### config.mk
export PLATFORM = sky130hd
export DESIGN_NAME = closest_hit_select
export DESIGN_NICKNAME = d
export VERILOG_FILES = /design/src/rtl/closest_hit_select.sv
export SDC_FILE = /design/constraint.sdc
export NUM_CORES = 1
export LEC_CHECK = 0
export ABC_CLOCK_PERIOD_IN_PS = 3200
export BUFFER_PORTS_ARGS = -buffer_cell sky130_fd_sc_hd__buf_2
export CAP_MARGIN = 20
export CORE_ASPECT_RATIO = 2
export CORE_MARGIN = 2
export CORE_UTILIZATION = 40
export DETAILED_ROUTE_END_ITERATION = 10
export SLEW_MARGIN = 15
export SYNTH_ARGS = -nofsm -noshare
export SYNTH_HDL_FRONTEND = slang
export SYNTH_SLANG_ARGS = --single-unit
### constraint.sdc
create_clock -name i_clk -period 3.2 [get_ports i_clk]
set_input_delay 0.64 -clock i_clk [delete_from_list [all_inputs] [get_ports i_clk]]
set_output_delay 0.64 -clock i_clk [all_outputs]
set_load 0.005 [all_outputs]
### src/rtl/closest_hit_select.sv
// ============================================================================
// Module   : closest_hit_select
// Brief    : Tracks the nearest qualifying ray/triangle hit (smallest signed
//            Q16.16 t) across a ray's beats and emits one closest-hit record.
//            Optional macro CLOSEST_HIT_COUNT_EN adds the o_hit_count port.
// Revision : 1.0 - initial release
// ============================================================================
`default_nettype none

module closest_hit_select #(
  parameter int                 IDX_W = 16,
  parameter logic signed [31:0] T_MAX = 32'sh7FFFFFFF
) (
  input  logic                    i_clk,
  input  logic                    i_rst_n,
  input  logic                    i_valid,
  output logic                    o_ready,
  input  logic                    i_last,
  input  logic [IDX_W-1:0]        i_tri_id,
  input  logic                    i_hit,
  input  logic                    i_invalid,
  input  logic signed [31:0]      i_t,
  input  logic [0:2][31:0]        i_normal,
  output logic                    o_valid,
  input  logic                    i_ready,
  output logic                    o_hit,
  output logic [IDX_W-1:0]        o_tri_id,
  output logic signed [31:0]      o_t,
  output logic [0:2][31:0]        o_normal,
  output logic                    o_any_invalid
`ifdef CLOSEST_HIT_COUNT_EN
  ,
  output logic [IDX_W:0]          o_hit_count
`endif
);

  localparam logic [0:0] S_ACCUM = 1'b0;
  localparam logic [0:0] S_EMIT  = 1'b1;

  logic [0:0]          r_state;
  logic                r_best_hit;
  logic [IDX_W-1:0]    r_best_id;
  logic signed [31:0]  r_best_t;
  logic [0:2][31:0]    r_best_normal;
  logic                r_any_inv;

  logic                w_accept;
  logic                w_qual;
  logic                w_take;
  logic                w_nxt_hit;
  logic [IDX_W-1:0]    w_nxt_id;
  logic signed [31:0]  w_nxt_t;
  logic [0:2][31:0]    w_nxt_normal;
  logic                w_nxt_inv;

  assign o_ready  = (r_state == S_ACCUM);
  assign o_valid  = (r_state == S_EMIT);
  assign w_accept = i_valid && o_ready;
  assign w_qual   = i_hit && !i_invalid;
  // Strict less-than keeps the earlier triangle on equal distance.
  assign w_take   = w_accept && w_qual && (!r_best_hit || ($signed(i_t) < $signed(r_best_t)));

  assign w_nxt_hit    = w_take ? 1'b1       : r_best_hit;
  assign w_nxt_id     = w_take ? i_tri_id   : r_best_id;
  assign w_nxt_t      = w_take ? i_t        : r_best_t;
  assign w_nxt_normal = w_take ? i_normal   : r_best_normal;
  assign w_nxt_inv    = r_any_inv | (w_accept & i_invalid);

  always_ff @(posedge i_clk or negedge i_rst_n) begin
    if (!i_rst_n) begin
      r_state       <= S_ACCUM;
      r_best_hit    <= 1'b0;
      r_best_id     <= '0;
      r_best_t      <= T_MAX;
      r_best_normal <= '0;
      r_any_inv     <= 1'b0;
      o_hit         <= 1'b0;
      o_tri_id      <= '0;
      o_t           <= T_MAX;
      o_normal      <= '0;
      o_any_invalid <= 1'b0;
    end else begin
      case (r_state)
        S_ACCUM: begin
          if (w_accept) begin
            r_best_hit    <= w_nxt_hit;
            r_best_id     <= w_nxt_id;
            r_best_t      <= w_nxt_t;
            r_best_normal <= w_nxt_normal;
            r_any_inv     <= w_nxt_inv;
            if (i_last) begin
              o_hit         <= w_nxt_hit;
              o_tri_id      <= w_nxt_id;
              o_t           <= w_nxt_t;
              o_normal      <= w_nxt_normal;
              o_any_invalid <= w_nxt_inv;
              r_state       <= S_EMIT;
            end
          end
        end
        default: begin
          // Record stays frozen until the shading stage takes it.
          if (i_ready) begin
            r_best_hit    <= 1'b0;
            r_best_id     <= '0;
            r_best_t      <= T_MAX;
            r_best_normal <= '0;
            r_any_inv     <= 1'b0;
            r_state       <= S_ACCUM;
          end
        end
      endcase
    end
  end

`ifdef CLOSEST_HIT_COUNT_EN
  logic [IDX_W:0] r_cnt;
  logic [IDX_W:0] w_nxt_cnt;

  assign w_nxt_cnt = (w_accept && w_qual && (r_cnt != '1)) ? (r_cnt + {{IDX_W{1'b0}}, 1'b1}) : r_cnt;

  always_ff @(posedge i_clk or negedge i_rst_n) begin
    if (!i_rst_n) begin
      r_cnt       <= '0;
      o_hit_count <= '0;
    end else if (r_state == S_ACCUM) begin
      if (w_accept) begin
        r_cnt <= w_nxt_cnt;
        if (i_last) begin
          o_hit_count <= w_nxt_cnt;
        end
      end
    end else if (i_ready) begin
      r_cnt <= '0;
    end
  end
`endif

endmodule

`default_nettype wire
After elaboration in Yosys (flattened, before gate mapping)
Index checks and enable logic that the tools add are counted.
{"block": "totals", "output_inout_bits": 148, "register_bits": 293, "word_cells": 52}
{"block": "classes", "n_eq_ne": 1, "n_bitwise": 3, "order_cmp": 1, "n_reduce_logical": 10, "muxes": 22}
{"op": "96-bit 2-to-1 mux", "n": 4}
{"op": "32-bit 2-to-1 mux", "n": 4}
{"op": "16-bit 2-to-1 mux", "n": 4}
{"op": "32-bit less-than comparator", "n": 1}
{"op": "1-bit 2-to-1 mux", "n": 10}
{"op": "1-bit logical AND", "n": 4}
{"op": "3-bit AND reduction", "n": 1}
{"op": "1-bit zero test", "n": 2}
{"op": "2-bit != test, second input constant", "n": 1}
{"op": "2-bit AND reduction", "n": 1}
{"op": "2-bit nonzero test", "n": 1}
{"op": "1-bit AND", "n": 1}
{"op": "1-bit logical OR", "n": 1}
{"op": "1-bit inverter", "n": 1}
{"op": "1-bit bitwise OR", "n": 1}

Depth between registers and ports, before layout
{"block": "logic_depth", "ltp_word": 7, "mapped_depth": 12, "mapped_depth_nobuf": 9}

Worst setup path after synthesis
Ideal clock, no wire load.
{"block": "synth_timing", "path_type": "input-to-reg", "startpoint": "input i_t[31]", "endpoint": "register r_best_id[10]", "setup_time_ps": 121, "arrival_time_ps": 2582, "n_path_buf": 3, "cell_stages": 11, "path_slack_ps": 497, "cell_sequence": "ha_1 -> nand4_1 -> nor3_1 -> a221o_1 -> nor3_4 -> a32o_1 -> buf_4 -> nor2_4 -> buf_6 -> buf_6 -> a22o_1"}
{"block": "synth_between", "elab_chain_cells": 6}
{"element": "from (decl)", "line_no": "22", "source": "input logic signed [31:0] i_t,"}
{"element": "32-bit less-than comparator", "line_no": "61", "source": "assign w_take = w_accept && w_qual && (!r_best_hit || ($signed(i_t) < $signed(r_best_t)));"}
{"element": "1-bit logical OR", "line_no": "61"}
{"element": "1-bit logical AND", "line_no": "61"}
{"element": "16-bit 2-to-1 mux", "line_no": "64", "source": "assign w_nxt_id = w_take ? i_tri_id : r_best_id;"}
{"element": "16-bit 2-to-1 mux", "line_no": "85", "source": "if (w_accept) begin"}
{"element": "16-bit 2-to-1 mux", "line_no": "83", "source": "case (r_state)"}
{"element": "to (signal assigned)", "line_no": "87", "source": "r_best_id <= w_nxt_id;"}
{"element": "to (decl)", "line_no": "42", "source": "logic [IDX_W-1:0] r_best_id;"}
Every way passes these cells. The select of a mux whose other input is x is not followed.
A chain may end at the register's enable or synchronous reset.

Worst setup path in the final report
{"block": "layout_timing", "startpoint": "register r_best_t[19]", "endpoint": "register o_t[23]"}
{"block": "layout_between", "elab_chain_cells": 4}
{"element": "from (decl)", "line_no": "43", "source": "logic signed [31:0] r_best_t;"}
{"element": "from (signal assigned)", "line_no": "88", "source": "r_best_t <= w_nxt_t;"}
{"element": "32-bit less-than comparator", "line_no": "61"}
{"element": "1-bit logical OR", "line_no": "61"}
{"element": "1-bit logical AND", "line_no": "61"}
{"element": "32-bit 2-to-1 mux", "line_no": "65", "source": "assign w_nxt_t = w_take ? i_t : r_best_t;"}
{"element": "to (signal assigned)", "line_no": "94", "source": "o_t <= w_nxt_t;"}
{"element": "to (decl)", "line_no": "28", "source": "output logic signed [31:0] o_t,"}
Every way passes these cells.

==> results list <==
- CTS clk-pin slew, worst paths: ~0.060 ns
- Counting every net in the synthesized netlist gives about 1,500.
* Run status: completed
- Portion of total power attributed to sequential cells: 44.6%
- Max-slew violation count: 0
* Slew margin rel.: a little over half
- Chip Width: 132 um
* ANT nets after route: 0
- The clock passes through at most 3 buffers.
* Clk sinks: just under 300
* Netlist cell types: just over 40
- The min-delay analysis places its worst path in the category in -> async.
* Warnings from Yosys: 0
- Of the total power, combinational logic draws 27.0%.
- P_int: approximately 8.3 mW
- Overall Global Routing Usage: between 20% and 30%
* Number of setup violations in the final report: 0
* Critical path required time: roughly 3.7 ns
- Net switching is 31.8% of the power.
- Routability-driven placement finished with a final weighted congestion of 0.835.
- The worst setup path is launched from a register.
- DRC violation count after routing: 0
- The floorplan has 93 rows.
- For this block, the routed nets add up to 42.5 mm of wire.
- Final worst-path cycle share: a little over nine tenths
* Maximum level of the CTS H-tree: 1
- After global routing the overflow that remains totals 0.
- Max-cap violations in this run came to 0.
- Post-Synthesis Cell Area: roughly 13,000 um2
- Worst Tran Pin Value: approximately 0.72 ns
* Quantity of I/O buffers inserted on ports: about 300
* Hold Buf Count CTS: 0
- Excluding fillers, the count of instances in the completed layout stands at about 2,000.
- Worst vdd rail ir drop: around 0.00041 V
- 299 I/O pins were placed.
* TritonCTS clock tree: built
- Average wire length per cell after detail routing: between 20 and 25 um
- The root buffer cell chosen for the clock tree is sky130_fd_sc_hd__clkbuf_16.
* Clock buffer count from CTS: 27
- After layout, the minimum clock period comes to 3.06 ns.
- Arrival @ worst endpoint: 3.53 ns
* Number of placed instances, taps included: 1,950
- Number of iterations in the first detailed-routing pass: 5
- Starting DRT DRC Count: around 750
* Worst Reg-to-Reg Cells: 10
- Detail-routed via count per cell: slightly below 6
- After filler insertion, the fill cell instance count of the layout stands at ~3,000.
- Of the total power, the clock network draws around 28%.
* #FFs+latches synth: between 200 and 300
* Sort of element at the end of the critical path: register
* Post-Synthesis Cells: between 1,000 and 1,500
* Leakage: 7.50 nW
- In the final design database the tool counted around 1,700 nets.
* Tightest hold margin: 0.0834 ns
- Category of the critical setup timing path: reg -> reg
- The first global-routing pass estimated ~67 mm of wire.
- Sequential element share of the synthesized area: a little under three fifths
* Total number of vias: 11,600
* Height of the die: approximately 260 um
* Average instance area after synthesis: 10.1 um2
- The number of global-route vias before repair came to approximately 12,000.
- Die Footprint: about 34,000 um2
* Hpwl dp: between 20 and 30 mm
- Core outline area: roughly 32,000 um2
* Final hold violation count: 0
- Maximum frequency from static timing analysis: 327 MHz
- Initial antenna violation count: 4
* RSZ-0062 raised after global routing: no
- Fraction of final layout cells with drive strength greater than 1: 29.1%
- Top fanout value on the critical path: 68
* Fin Clk Skew: between 0.01 and 0.015 ns
- Maximum number of pins on one net before global-route repair: approximately 100
- Clock latency on the worst-skew pair: 0.55 ns
- Once the floorplan was initialized, standard cells occupied roughly two fifths of the core.
* Switching power summed over all nets: approximately 3.9 mW
* Area growth from synthesis to layout: 23.4%
- Dividing total power by cell area gives a power density of roughly 750 nW/um2.
## worst max-delay path, stage by stage, from the launching register on
cell and delay [ns]:
sky130_fd_sc_hd__dfstp_2 0.54, sky130_fd_sc_hd__inv_1 0.04, sky130_fd_sc_hd__ha_1 0.31, sky130_fd_sc_hd__a21oi_1 0.16, sky130_fd_sc_hd__o21ai_0 0.20, sky130_fd_sc_hd__a221o_1 0.38
sky130_fd_sc_hd__nor3_4 0.34, sky130_fd_sc_hd__a32o_4 0.29, sky130_fd_sc_hd__buf_12 0.27, sky130_fd_sc_hd__o21ai_0 0.17, sky130_fd_sc_hd__a31oi_1 0.18
## through the flow
step           utilization [%]  setup TNS [ns]  power [mW]  worst slack [ns]  instance area (um2)
3_3_place_gp              47.3               0        8.70            0.0225                15300
6_report                  50.3               0        12.2             0.143                16200
5_1_grt                   50.3               0        12.9            0.0192                16200
2_1_floorplan                -               0        7.16             0.497                13100
3_5_place_dp              47.3           -2.11        8.79           -0.0658                15300
4_1_cts                   50.3               0        12.3             0.101                16200
## cells in the final DEF, fill, tap and decap left out, types with 2 or more instances in the layout
| cell | netlist | routed |
|---|---|---|
| sky130_fd_sc_hd__buf_4 | 13 | 20 |
| sky130_fd_sc_hd__a22o_1 | 112 | 112 |
| sky130_fd_sc_hd__dfstp_2 | 62 | 62 |
| sky130_fd_sc_hd__bufinv_16 | 0 | 3 |
| sky130_fd_sc_hd__clkbuf_16 | 0 | 28 |
| sky130_fd_sc_hd__nand2_1 | 11 | 11 |
| sky130_fd_sc_hd__a21oi_1 | 125 | 125 |
| sky130_fd_sc_hd__a21o_1 | 2 | 2 |
| sky130_fd_sc_hd__dfrtp_1 | 231 | 231 |
| sky130_fd_sc_hd__clkbuf_8 | 0 | 8 |
| sky130_fd_sc_hd__o21ai_1 | 33 | 33 |
| sky130_fd_sc_hd__nand4_1 | 4 | 4 |
| sky130_fd_sc_hd__and4_1 | 2 | 2 |
| sky130_fd_sc_hd__nand3_1 | 39 | 38 |
| sky130_fd_sc_hd__o22ai_1 | 2 | 2 |
| sky130_fd_sc_hd__clkbuf_1 | 69 | 8 |
| sky130_fd_sc_hd__buf_12 | 0 | 25 |
| sky130_fd_sc_hd__and2_1 | 2 | 2 |
| sky130_fd_sc_hd__ha_1 | 31 | 31 |
| sky130_fd_sc_hd__a31oi_1 | 144 | 144 |
| sky130_fd_sc_hd__inv_1 | 34 | 34 |
| sky130_fd_sc_hd__buf_2 | 30 | 297 |
| sky130_fd_sc_hd__o21ai_0 | 148 | 148 |
| sky130_fd_sc_hd__nor2_1 | 176 | 176 |
## routing by layer
metal	wire (um)	part of all wire (%)	track usage, %	vias to the layer above
met5	27	0.064	0	-
met4	1850	4.4	10.7	4
met3	2450	5.8	4.02	90
met2	21900	52	42.4	427
met1	16200	38	29.2	5833
li1	-	-	-	5256
## cell usage after synthesis (all sizes together)
cell	number	share of area, %
clkbuf	69	2.0
nor2b	1	0.048
dfstp	62	12
dfrtp	231	44
a32o	1	0.076
o21a	2	0.11
and3	2	0.095
o21ai	182	7.0
o31ai	1	0.095
nor4	1	0.048
o22ai	2	0.095
buf	57	2.8
o211ai	1	0.057
and2	2	0.095
a21oi	126	4.9
a221oi	1	0.067
a31oi	144	6.9
nor3	2	0.16
a211oi	1	0.057
a221o	1	0.076
ha	31	3.0
nand2b	1	0.048
or4	1	0.057
a22o	112	7.5
nand2	11	0.31
nor2	177	5.1
a21o	2	0.11
nand4	4	0.19
a2111oi	1	0.067
inv	34	0.97
nand3	39	1.5
a32oi	1	0.067
and4	2	0.13
## power by group through the flow
stage,combinational [mW],clock (mW),sequential (mW)
floorplan,1.79,0,5.37
global placement,3.23,0,5.47
detailed placement,3.31,0,5.48
CTS,3.32,3.55,5.43
global route,3.67,3.69,5.55
finish,3.29,3.47,5.44
## timing repair
| action | 4_1_cts | 5_1_grt |
|---|---|---|
| buffers inserted | 0 | 0 |
| setup endpoints to repair | 0 | 46 |
| gates resized for setup | 0 | 2 |
## flip-flops by register name, summed over array words and instances (netlist names)
name and count:
o_normal 96, r_best_normal 96, o_t 32, r_best_t 32, o_tri_id 16, r_best_id 16, o_any_invalid 1, o_hit 1
o_valid 1, r_any_inv 1, r_best_hit 1
## area by class of cell
class                   instances  area (um2)  area share (%)
multi-input cells             852        5030            31.1
repair buffers                344        2160            13.3
clock buffers                  44         841            5.19
diodes                          1        2.50          0.0154
inverters                      34         128           0.787
clock inverters                 4        97.6           0.602
well taps                     427         534            3.30
flip-flops and latches        293        7410            45.7
## final timing paths
kind | slack [ns] | startpoint | to
max | 0.14 | r_best_t[19]$_DFFE_PN1P_ | o_t[23]$_DFFE_PN1P_
min | 0.08 | i_rst_n | r_best_normal[10]$_DFFE_PN0P_
max reg2reg | 0.14 | r_best_t[19]$_DFFE_PN1P_ | o_t[23]$_DFFE_PN1P_
min reg2reg | 0.49 | r_best_normal[59]$_DFFE_PN0P_ | r_best_normal[59]$_DFFE_PN0P_
max in group asynchronous | 2.16 | i_rst_n | o_t[21]$_DFFE_PN1P_
min in group i_clk | 0.32 | i_ready | o_valid$_DFF_PN0_
## logic make-up after synthesis
family                   share of synthesized area, %
buffers and inverters                            5.74
AND/OR/NAND/NOR                                  7.79
AO/OA/AOI/OAI                                    27.1
adder cells (fa/ha/maj)                          2.95
flip-flops                                       56.4
Power figures use the tool's default switching activity.
